[src/rtl/fifo_pkg.sv]
// Shared sizing helpers and constants for the parametrised sync FIFO.
// Pointer/count width helpers, reset-busy length and a power-of-two check.
package fifo_pkg;

    localparam int RST_BUSY_CYC = 1;

    function automatic int addr_w(input int depth);
        return (depth < 2) ? 1 : $clog2(depth);
    endfunction

    function automatic int cnt_w(input int depth);
        return addr_w(depth) + 1;
    endfunction

    function automatic bit is_pow2(input int n);
        return (n >= 2) && ((n & (n - 1)) == 0);
    endfunction

endpackage

[src/rtl/fifo_sdp_ram.sv]
// Simple dual-port RAM, synchronous write, registered read.
// Read register clears on srst; array contents are never cleared.
module fifo_sdp_ram #(
    parameter int DATA_W = 89,
    parameter int DEPTH  = 8,
    parameter int ADDR_W = 3
) (
    input  logic              clk,
    input  logic              srst,
    input  logic              we,
    input  logic [ADDR_W-1:0] waddr,
    input  logic [DATA_W-1:0] wdata,
    input  logic              re,
    input  logic [ADDR_W-1:0] raddr,
    output logic [DATA_W-1:0] rdata
);

    logic [DATA_W-1:0] mem [DEPTH];

    // Write port: store on an accepted write
    always_ff @(posedge clk) begin
        if (we) mem[waddr] <= wdata;
    end

    // Read port: register the addressed word on an accepted read, hold otherwise
    always_ff @(posedge clk) begin
        if (srst)    rdata <= '0;
        else if (re) rdata <= mem[raddr];
    end

endmodule

[src/rtl/sync_param_fifo.sv]
// Single-clock FIFO with registered output, occupancy count and prog_full.
// Optional sticky overflow/underflow ports under SYNC_FIFO_ERR_FLAGS_EN.
module sync_param_fifo
    import fifo_pkg::*;
#(
    parameter int DATA_W       = 89,
    parameter int DEPTH        = 8,
    parameter int PROG_FULL_TH = 3,
    parameter int ADDR_W       = addr_w(DEPTH)
) (
    input  logic              clk,
    input  logic              srst,
    input  logic              wr_en,
    input  logic [DATA_W-1:0] din,
    output logic              full,
    output logic              prog_full,
    input  logic              rd_en,
    output logic [DATA_W-1:0] dout,
    output logic              valid,
    output logic              empty,
    output logic [ADDR_W:0]   count,
    output logic              wr_rst_busy,
    output logic              rd_rst_busy
`ifdef SYNC_FIFO_ERR_FLAGS_EN
    ,
    output logic              overflow,
    output logic              underflow
`endif
);

    localparam int  CW       = cnt_w(DEPTH);
    localparam bit  DEPTH_OK = is_pow2(DEPTH);
    localparam int  BW       = $clog2(RST_BUSY_CYC + 1);

    if (!DEPTH_OK) begin : g_bad_depth
        $error("sync_param_fifo: DEPTH must be a power of two >= 2");
    end

    logic [ADDR_W-1:0] wr_ptr;
    logic [ADDR_W-1:0] rd_ptr;
    logic [BW-1:0]     busy_cnt;
    logic              rst_busy;
    logic              wr_acc;
    logic              rd_acc;

    assign rst_busy    = srst | (busy_cnt != '0);
    assign wr_rst_busy = rst_busy;
    assign rd_rst_busy = rst_busy;

    assign full      = (count == CW'(DEPTH));
    assign empty     = (count == '0);
    assign prog_full = (count >= CW'(PROG_FULL_TH));

    assign wr_acc = wr_en & ~full  & ~rst_busy;
    assign rd_acc = rd_en & ~empty & ~rst_busy;

    // Reset-busy window: loaded by srst, counts down after release
    always_ff @(posedge clk) begin
        if (srst)                busy_cnt <= BW'(RST_BUSY_CYC);
        else if (busy_cnt != '0) busy_cnt <= busy_cnt - BW'(1);
    end

    // Pointers wrap naturally at DEPTH
    always_ff @(posedge clk) begin
        if (srst) begin
            wr_ptr <= '0;
            rd_ptr <= '0;
        end else begin
            if (wr_acc) wr_ptr <= wr_ptr + ADDR_W'(1);
            if (rd_acc) rd_ptr <= rd_ptr + ADDR_W'(1);
        end
    end

    // Occupancy: both accepted leaves it unchanged
    always_ff @(posedge clk) begin
        if (srst) begin
            count <= '0;
        end else begin
            unique case ({wr_acc, rd_acc})
                2'b10:   count <= count + CW'(1);
                2'b01:   count <= count - CW'(1);
                default: count <= count;
            endcase
        end
    end

    // Output strobe marks the cycle after an accepted read
    always_ff @(posedge clk) begin
        if (srst) valid <= 1'b0;
        else      valid <= rd_acc;
    end

    fifo_sdp_ram #(
        .DATA_W (DATA_W),
        .DEPTH  (DEPTH),
        .ADDR_W (ADDR_W)
    ) u_ram (
        .clk   (clk),
        .srst  (srst),
        .we    (wr_acc),
        .waddr (wr_ptr),
        .wdata (din),
        .re    (rd_acc),
        .raddr (rd_ptr),
        .rdata (dout)
    );

`ifdef SYNC_FIFO_ERR_FLAGS_EN
    // Sticky error flags, cleared only by srst
    always_ff @(posedge clk) begin
        if (srst) begin
            overflow  <= 1'b0;
            underflow <= 1'b0;
        end else begin
            if (wr_en & full)  overflow  <= 1'b1;
            if (rd_en & empty) underflow <= 1'b1;
        end
    end

`ifndef SYNTHESIS
    // Flag illegal requests in simulation
    always_ff @(posedge clk) begin
        if (!srst) begin
            assert (!(wr_en && full))
                else $warning("sync_param_fifo: write while full");
            assert (!(rd_en && empty))
                else $warning("sync_param_fifo: read while empty");
        end
    end
`endif
`endif

endmodule

[config.mk]
export PLATFORM = sky130hd
export DESIGN_NAME = sync_param_fifo
export DESIGN_NICKNAME = d
export VERILOG_FILES = /design/src/rtl/fifo_pkg.sv /design/src/rtl/fifo_sdp_ram.sv /design/src/rtl/sync_param_fifo.sv
export SDC_FILE = /design/constraint.sdc
export NUM_CORES = 1
export LEC_CHECK = 0
export BUFFER_PORTS_ARGS = -buffer_cell sky130_fd_sc_hd__buf_2
export CORE_AREA = 2 2 226 228
export CTS_CLUSTER_DIAMETER = 200
export DETAILED_ROUTE_END_ITERATION = 10
export DIE_AREA = 0 0 228 230
export GPL_TIMING_DRIVEN = 0
export PLACE_DENSITY = 0.89
export SLEW_MARGIN = 30
export SYNTH_ARGS = -nofsm -noshare
export SYNTH_HDL_FRONTEND = slang
export SYNTH_SLANG_ARGS = --single-unit
[constraint.sdc]
create_clock -name clk -period 14.06 [get_ports clk]
set_input_delay 2.109 -clock clk [delete_from_list [all_inputs] [get_ports clk]]
set_output_delay 2.109 -clock clk [all_outputs]
set_load 0.05 [all_outputs]
==> After elaboration in Yosys (flattened, before gate mapping) <==
Memory sizes are Yosys's and may differ from the RTL's. A register that Yosys moved wholly into a read port is not among the register bits.
Index checks and enable logic that the tools add are counted.
{ "totals": {"memories": 1, "wordCells": 29, "latchBits": 0, "ram_bits": 712, "rom_bits": 0, "reg_bits": 12} }
{ "op_classes": {"n_shift": 0, "addsub": 5, "bitwise": 8, "mul": 0, "eq_ne": 3, "n_mux": 4, "div_mod_pow": 0, "order_cmp": 1, "reduce_logical": 2} }
{ "memory_table": {"columns": ["name", "depth", "width", "read_ports", "rd_ports_with_merged_regs", "write_ports", "line_no", "rtl"], "rows": [
  ["u_ram.mem", 8, 89, 1, 1, 1, "fifo_sdp_ram.sv:18", "logic [DATA_W-1:0] mem [DEPTH];"]
]} }
{ "op_table": {"columns": ["op", "count"], "rows": [
  ["4-bit case mux with 2 select lines", 1],
  ["3-bit by 1-bit adder with 3-bit output (second input constant)", 2],
  ["4-bit by 1-bit adder with 4-bit output (second input constant)", 1],
  ["1-bit bitwise AND", 4],
  ["4-bit == test (second input constant)", 1],
  ["4-bit by 2-bit greater-or-equal comparator with 1-bit output (second input constant)", 1],
  ["4-bit zero test", 1],
  ["4-bit by 1-bit subtractor with 4-bit output (second input constant)", 1],
  ["1-bit two-way mux", 3],
  ["1-bit NOT", 3],
  ["2-bit by 1-bit == test with 1-bit output (second input constant)", 1],
  ["2-bit == test (second input constant)", 1],
  ["2-bit nonzero test", 1],
  ["1-bit OR", 1],
  ["1-bit subtractor (second input constant)", 1]
]} }

==> Longest topological paths before layout <==
Gate-level depths: netlist (run 1).
{ "logic_depth": {"depth_word": 6, "mapped_depth": 11, "ltp_nobuf": 9} }

==> Cells and area by module <==
From an unflattened synthesis (run 1), not the netlist that was laid out.
{ "unflattened": {"hier_cells": 1707, "area_unflattened_um2": 31067.3} }
{ "modules_own_cells": {"columns": ["module", "seq_area_each_um2", "instances", "area_per_inst_um2", "cells_per_inst"], "rows": [
  ["fifo_sdp_ram", 23162.2, 1, 30451.7, 1638],
  ["sync_param_fifo", 240.2, 1, 615.6, 69]
]} }

==> Worst setup path before layout (run 1) <==
No wires, ideal clock.
{ "synth_timing": {"path_type": "in2reg", "start": "in srst", "end": "mem u_ram.mem[0][0] (enable)", "slack_ns": 2.200, "path_buffers": 1, "setup_time_ns": 0.755, "arrival_time_ns": 11.105, "required_time_ns": 13.305, "stages": 4, "path_cell_list": "clkbuf_1 -> nor2_1 -> nand3_2 -> nor4_1"} }
{ "synth_between": {"elab_chain_cells": 5} }
{ "synth_lines": {"columns": ["item", "line_no", "rtl"], "rows": [
  ["start, declared", "sync_param_fifo.sv:12", "input logic srst,"],
  ["1-bit OR", "sync_param_fifo.sv:46", "assign rst_busy = srst | (busy_cnt != '0);"],
  ["1-bit NOT", "sync_param_fifo.sv:54", "assign wr_acc = wr_en & ~full & ~rst_busy;"],
  ["1-bit bitwise AND", "sync_param_fifo.sv:54", null],
  ["1-bit two-way mux", "fifo_sdp_ram.sv:22", "if (we) mem[waddr] <= wdata;"],
  ["1-bit two-way mux (not written as such)", "fifo_sdp_ram.sv:22", null],
  ["end, declared", "fifo_sdp_ram.sv:18", null]
]} }
No other way between the ends.

==> Worst setup path in the final report (run 1) <==
{ "layout_timing": {"start": "in srst", "end": "out wr_rst_busy"} }
{ "layout_between": {"elab_chain_cells": 1} }
{ "layout_lines": {"columns": ["item", "line_no", "rtl"], "rows": [
  ["1-bit OR", "sync_param_fifo.sv:46", null],
  ["end, declared", "sync_param_fifo.sv:22", "output logic wr_rst_busy,"]
]} }
No other way between the ends.

==> results of run 1 <==
==> worst paths after layout <==
| path | slack, ns | from | cells past startpoint | endpoint |
|---|---|---|---|---|
| setup / recovery | 8.47 | srst | 6 | wr_rst_busy |
| hold / removal | 0.49 | u_ram.rdata[81]$_SDFFE_PP0P_ | 2 | u_ram.rdata[81]$_SDFFE_PP0P_ |
| setup reg to reg | 10.80 | busy_cnt$_SDFF_PP1_ | 9 | u_ram.mem[0][25]$_DFFE_PP_ |
| hold reg to reg | 0.49 | u_ram.rdata[81]$_SDFFE_PP0P_ | 2 | u_ram.rdata[81]$_SDFFE_PP0P_ |
==> cell type report <==
| class | instances | share of cell area (%) |
|---|---|---|
| clock buffers | 120 | 6.65 |
| plain buffers | 82 | 1.27 |
| well taps | 672 | 2.38 |
| flip-flops and latches | 813 | 66.4 |
| inverters | 8 | 0.0852 |
| clock inverters | 29 | 0.763 |
| repair buffers | 288 | 5.65 |
| diodes | 10 | 0.0710 |
| multi-input cells | 505 | 16.8 |
==> stage by stage <==
| stage | util [%] | hold slack (ns) | instance area (um2) | worst slack (ns) | setup TNS, ns |
|---|---|---|---|---|---|
| floorplan | - | 0.529 | 29700 | 2.20 | 0 |
| global placement | 63.2 | 0.478 | 31500 | -6.30 | -1197.95 |
| detailed placement | 65.4 | 0.479 | 32600 | 8.44 | 0 |
| CTS | 70.7 | 0.490 | 35200 | 8.49 | 0 |
| global route | 70.7 | 0.507 | 35200 | 8.43 | 0 |
| finish | 70.7 | 0.489 | 35300 | 8.47 | 0 |
==> cells in the final DEF, fill, tap and decap left out, types with 2 or more instances in the layout <==
| cell type | n |
|---|---|
| a21oi_1 | 5 |
| and2_1 | 2 |
| buf_1 | 2 |
| buf_16 | 15 |
| buf_2 | 243 |
| buf_4 | 65 |
| buf_6 | 14 |
| buf_8 | 2 |
| bufinv_16 | 4 |
| clkbuf_1 | 51 |
| clkbuf_16 | 83 |
| clkbuf_8 | 13 |
| clkinv_1 | 6 |
| clkinv_2 | 9 |
| clkinv_4 | 2 |
| clkinvlp_4 | 5 |
| dfxtp_1 | 101 |
| diode_2 | 10 |
| edfxtp_1 | 712 |
| ha_1 | 5 |
| inv_1 | 8 |
| inv_6 | 3 |
| mux4_2 | 178 |
| nand2_1 | 2 |
| nand2b_1 | 3 |
| nand3_1 | 2 |
| nand3_4 | 2 |
| nand4_1 | 2 |
| nor2_1 | 100 |
| nor2_4 | 3 |
| nor3_1 | 70 |
| nor3_2 | 23 |
| o21ai_0 | 3 |
| o22ai_1 | 89 |
| or4_1 | 2 |
| xnor2_1 | 2 |
| xor2_1 | 4 |
==> routing by layer <==
layer  up-vias  track usage [%]
met2       887             44.0
met3       142             5.52
li1       6576                -
met5         -                0
met4         6             9.35
met1      8095             35.8
==> registers in the layout, indices dropped and copies added (netlist names) <==
name         flops
valid            1
wr_ptr           3
u_ram.mem      712
busy_cnt         1
u_ram.rdata     89
rd_ptr           3
count            4
==> cell usage after synthesis <==
library cell	number	share of area [%]
dfxtp_1	101	6.8
a21oi_1	5	0.084
fa_1	1	0.067
nor3b_2	1	0.042
or4b_2	1	0.034
buf_1	2	0.025
clkbuf_1	28	0.35
xor2_1	4	0.12
buf_2	35	0.59
o31ai_1	1	0.025
nand2b_1	3	0.063
nand4_1	2	0.042
nand3_1	2	0.034
or4_1	2	0.050
and3_1	1	0.021
ha_1	5	0.21
o22ai_1	89	1.9
nor2_1	103	1.3
nand3_4	2	0.12
buf_4	10	0.25
nor3_1	74	1.2
xnor2_1	2	0.059
and2_1	2	0.042
mux4_2	178	13
nor3_2	19	0.64
nor4_1	1	0.021
buf_6	6	0.23
inv_1	8	0.10
nand3b_1	1	0.025
nand3_2	1	0.034
o21ai_0	3	0.050
edfxtp_1	712	72
nand2_1	2	0.025
buf_8	1	0.050
==> worst reg2reg max path, stage by stage, from the launching register on <==
cell and delay [ns]:
dfxtp_1 0.32, nor2_1 0.35, nand3_2 0.30, nor4_2 0.55
buf_2 0.30, buf_4 0.19, buf_2 0.22, buf_2 0.24
buf_2 0.23, buf_2 0.24
==> power groups by stage <==
stage / registers (uW) / clock network (uW) / logic [uW]
after floorplan: 2720 / 0 / 52.6
after global placement: 2700 / 0 / 124
after detailed placement: 2700 / 0 / 137
after CTS: 2650 / 2130 / 138
after global routing: 2650 / 2230 / 148
final: 2650 / 2100 / 138
==> cells by family (layout without fill, tap and decap cells) <==
kind of cell | count (synthesis) | count (layout)
other | 0 | 10
adder cells (fa/ha/maj) | 6 | 6
AO/OA/AOI/OAI | 98 | 98
multiplexers | 178 | 178
XOR/XNOR | 6 | 6
AND/OR/NAND/NOR | 217 | 217
flip-flops | 813 | 813
buffers and inverters | 90 | 527
==> qor.csv, run 1 <==
metric;value;unit
status;finished, final reports clean;
area_delta_synth_final;18.6;%
grt_first_pass_wirelength;102;mm
max_stage_delay;0.46;ns
finalHoldViolations;0;
synthMuxAreaShare;13.5;%
cp_max_fo;10;
comb_power_share;2.8;%
switchingPower;975;uW
synth_top_family_by_area;multiplexers;
cp_num_buf_inv;5;
layout.nets;1877;
clock_skew;0.0226;ns
yosysUniqueCellTypes;34;
dp_cells;2368;
antenna_left;0;
core;49900;um2
stdcell_count;2527;
hpwl;44.1;mm
period_needed;5.59;ns
clock_path_buffers;3;
critPathRequiredTime;11.95;ns
sequentialPowerShare;54.1;%
wl_met2;34.5;mm
hold_class;register to register;
worst_pin_slew;0.838;ns
post_cts_buffers;0;
ctsHoldBuffers;0;
ys_warn_count;0;
ir_drop;0.0972;mV
first_global_vias;16307;
cts_root_buf;clkbuf_16;
mappedNetlistArea;29700;um2
cts_tree;built;
grt_max_degree;19;
synth_area_per_cell;21.1;um2
p_leak;0.0117;uW
wl_met3;6.12;mm
wirelength;68.3;mm
synthXorXnorAreaFrac;0.177;%
maxCapViolations;0;
nFillCells;2959;
cts.clk_slew.worst_paths;0.06;ns
period_share;39.8;%
antenna_found_initial;14;
drc_errors;0;
fmax;0.179;GHz
ys_seq_area_share;78.7;%
start_util;59.6;%
overflow;0;
synthSimpleGateAreaFrac;3.74;%
multi_input_area;5910;um2
crit_path_frequent_cell;buf_2;
cts.repair.resized;0;
cts-htree-levels;3;
synth_nets;1507;
cts_made_buffers;80;
rsz0062_at_grt;no;
clkPwrFrac;43.1;%
wire_per_inst;27.0;um
die_h;230;um
cp_slowest_cell;nor2_1;
cts.sinks;813;
relSlewSlack;44.1;%
slew_viol_final;0;
drt_iter0_drc;1925;
p_per_area;139;nW/um2
routed.top_layer;met5;
endpoint_kind;output pin;
path_class;primary input to output pin;
p_sw_share;19.9;%
synth-compound-area-share;2.03;%
ff_latch_area;23400;um2
cp_top_family;buffers and inverters;
die_w;228;um
port_buffers;191;
setup-violations-final;0;
ys_seq_elements;813;
synthAdderAreaFrac;0.278;%
intPower;3910;uW
via_per_inst;6.22;
dr.pass1.iters;6;
num_vias;15706;
total_power;4890;uW
dieArea;52400;um2
rows;82;
drive_gt1_share;36.3;%
worst_setup_path_start_kind;primary input;
worstPathCellList;buf_2 > clkbuf_2 > nor2_1 > inv_1 > buf_4 > buf_2;
wl_met1;25.8;mm
grt_usage;26.6;%
cp_data_arrival_time;3.48;ns
gp_congestion;0.738;
io_pins;192;
clock_latency;0.61;ns
syn_inst;1408;
(Power assumes the default switching activity.)
==> run 2, diff against run 1 <==
CORE_AREA = 2 2 238 240   (was 2 2 226 228)
DIE_AREA = 0 0 240 242   (was 0 0 228 230)
PLACE_DENSITY = 0.86   (was 0.89)
clock period = 5 ns   (was 14.06 ns; I/O delays follow)
==> run 2 against run 1 <==
- design area up 0.49%
- hold slack lost 0.21 ns
- first-iteration DRC count down 8.8%
==> qor.csv, run 2 (synthesized netlist as in run 1, its figures left out) <==
metric;value;unit
status;finished, final reports clean;
via_per_inst;5.98;
cts.repair.resized;0;
endpoint_kind;register;
layout.nets;1846;
cp_slowest_cell;nor3_4;
final_area;35400;um2
top_register;u_ram.mem;
die_h;242;um
relSlewSlack;47.4;%
worst_pin_slew;0.783;ns
crit_path_frequent_cell;buf_6;
cp_num_buf_inv;6;
dr.pass1.iters;6;
p_per_area;392;nW/um2
worst_setup_path_start_kind;primary input;
cts.sinks;813;
max_stage_delay;0.70;ns
io_pins;192;
startpoint;srst;
gp_congestion;0.770;
final_common_cell;edfxtp_1;
hold_path_startpoint;srst;
ctsHoldBuffers;0;
ir_drop;0.285;mV
critPathRequiredTime;5.32;ns
grt_max_degree;19;
cts_tree;built;
drive_gt1_share;35.2;%
worstPathCellList;buf_2 > clkbuf_2 > nor2_1 > nand3_2 > nor3_4 > buf_6 > buf_6 > buf_8 > buf_6;
clock_path_buffers;3;
rsz0062_at_grt;no;
timing.rr.start;count[3]$_SDFFE_PP0P_;
area_delta_synth_final;19.2;%
hold_class;primary input to register;
clock_skew;0.0179;ns
wire_per_inst;26.8;um
num_vias;15440;
maxCapViolations;0;
cp_data_arrival_time;3.69;ns
wirelength;69.3;mm
rows;87;
largest_register_ffs;712;
cp_top_family;simple AND/OR/NAND/NOR gates;
mostFrequentLayoutCells;edfxtp_1 (712), buf_2 (226), mux4_2 (178);
cts_root_buf;clkbuf_16;
setup-tns-final;0;ns
dieArea;58100;um2
slew_viol_final;0;
post_cts_buffers;0;
port_buffers;191;
hpwl;44.9;mm
first_global_vias;15944;
start_util;53.4;%
drt_iter0_drc;1756;
setup-violations-final;0;
antenna_left;0;
core;55700;um2
dpl-instance-area;32700;um2
cts_made_buffers;80;
drc_errors;0;
die_w;240;um
final_core_util;63.6;%
period_share;67.4;%
finalHoldViolations;0;
clock_latency;0.62;ns
overflow;0;
total_power;13900;uW
period_needed;3.37;ns
cts.clk_slew.worst_paths;0.06;ns
grt_first_pass_wirelength;102;mm
path_class;primary input to register;
p_leak;0.0116;uW
cts-htree-levels;3;
antenna_found_initial;16;
grt_usage;24.3;%
stdcell_count;2582;
top_regs;u_ram.mem (712), u_ram.rdata (89), count (4);
fmax;0.297;GHz
dp_cells;2421;
cp_max_fo;12;
==> run 2: area by class of cell <==
| type | count | area [um2] |
|---|---|---|
| Clock inverter | 36 | 395 |
| Antenna cell | 12 | 30.0 |
| Tap cell | 756 | 946 |
| Sequential cell | 813 | 23400 |
| Buffer | 82 | 447 |
| Inverter | 8 | 30.0 |
| Clock buffer | 113 | 2260 |
| Fill cell | 3714 | 20300 |
| Timing Repair Buffer | 257 | 1980 |
| Multi-Input combinational cell | 505 | 5940 |
==> run 2: power breakdown <==
| part | switching, uW | internal (uW) |
|---|---|---|
| clock | 2500 | 3580 |
| combinational | 263 | 124 |
| sequential | 20.7 | 7420 |
| total | 2790 | 11100 |
==> run 2: path summary, 6_finish.rpt <==
path,to,slack (ns),depth (start not counted)
max reg2reg,count[3]$_SDFFE_PP0P_,1.76,10
min reg2reg,u_ram.rdata[76]$_SDFFE_PP0P_,0.49,2
min,busy_cnt$_SDFF_PP1_,0.28,1
max,u_ram.mem[2][29]$_DFFE_PP_,1.63,9
==> run 2: layer usage <==
| metal | share of wire [%] | track usage [%] |
|---|---|---|
| met2 | 51 | 40.6 |
| met5 | 0.16 | 0 |
| met4 | 2.2 | 8.17 |
| met1 | 39 | 31.4 |
| met3 | 8.2 | 6.04 |
==> run 2: through the flow <==
stage	hold slack, ns	setup WS [ns]
floorplan	0.529	-0.639
global placement	0.475	-5.31
finish	0.278	1.63
detailed placement	0.477	0.901
CTS	0.248	1.54
global route	0.265	1.43
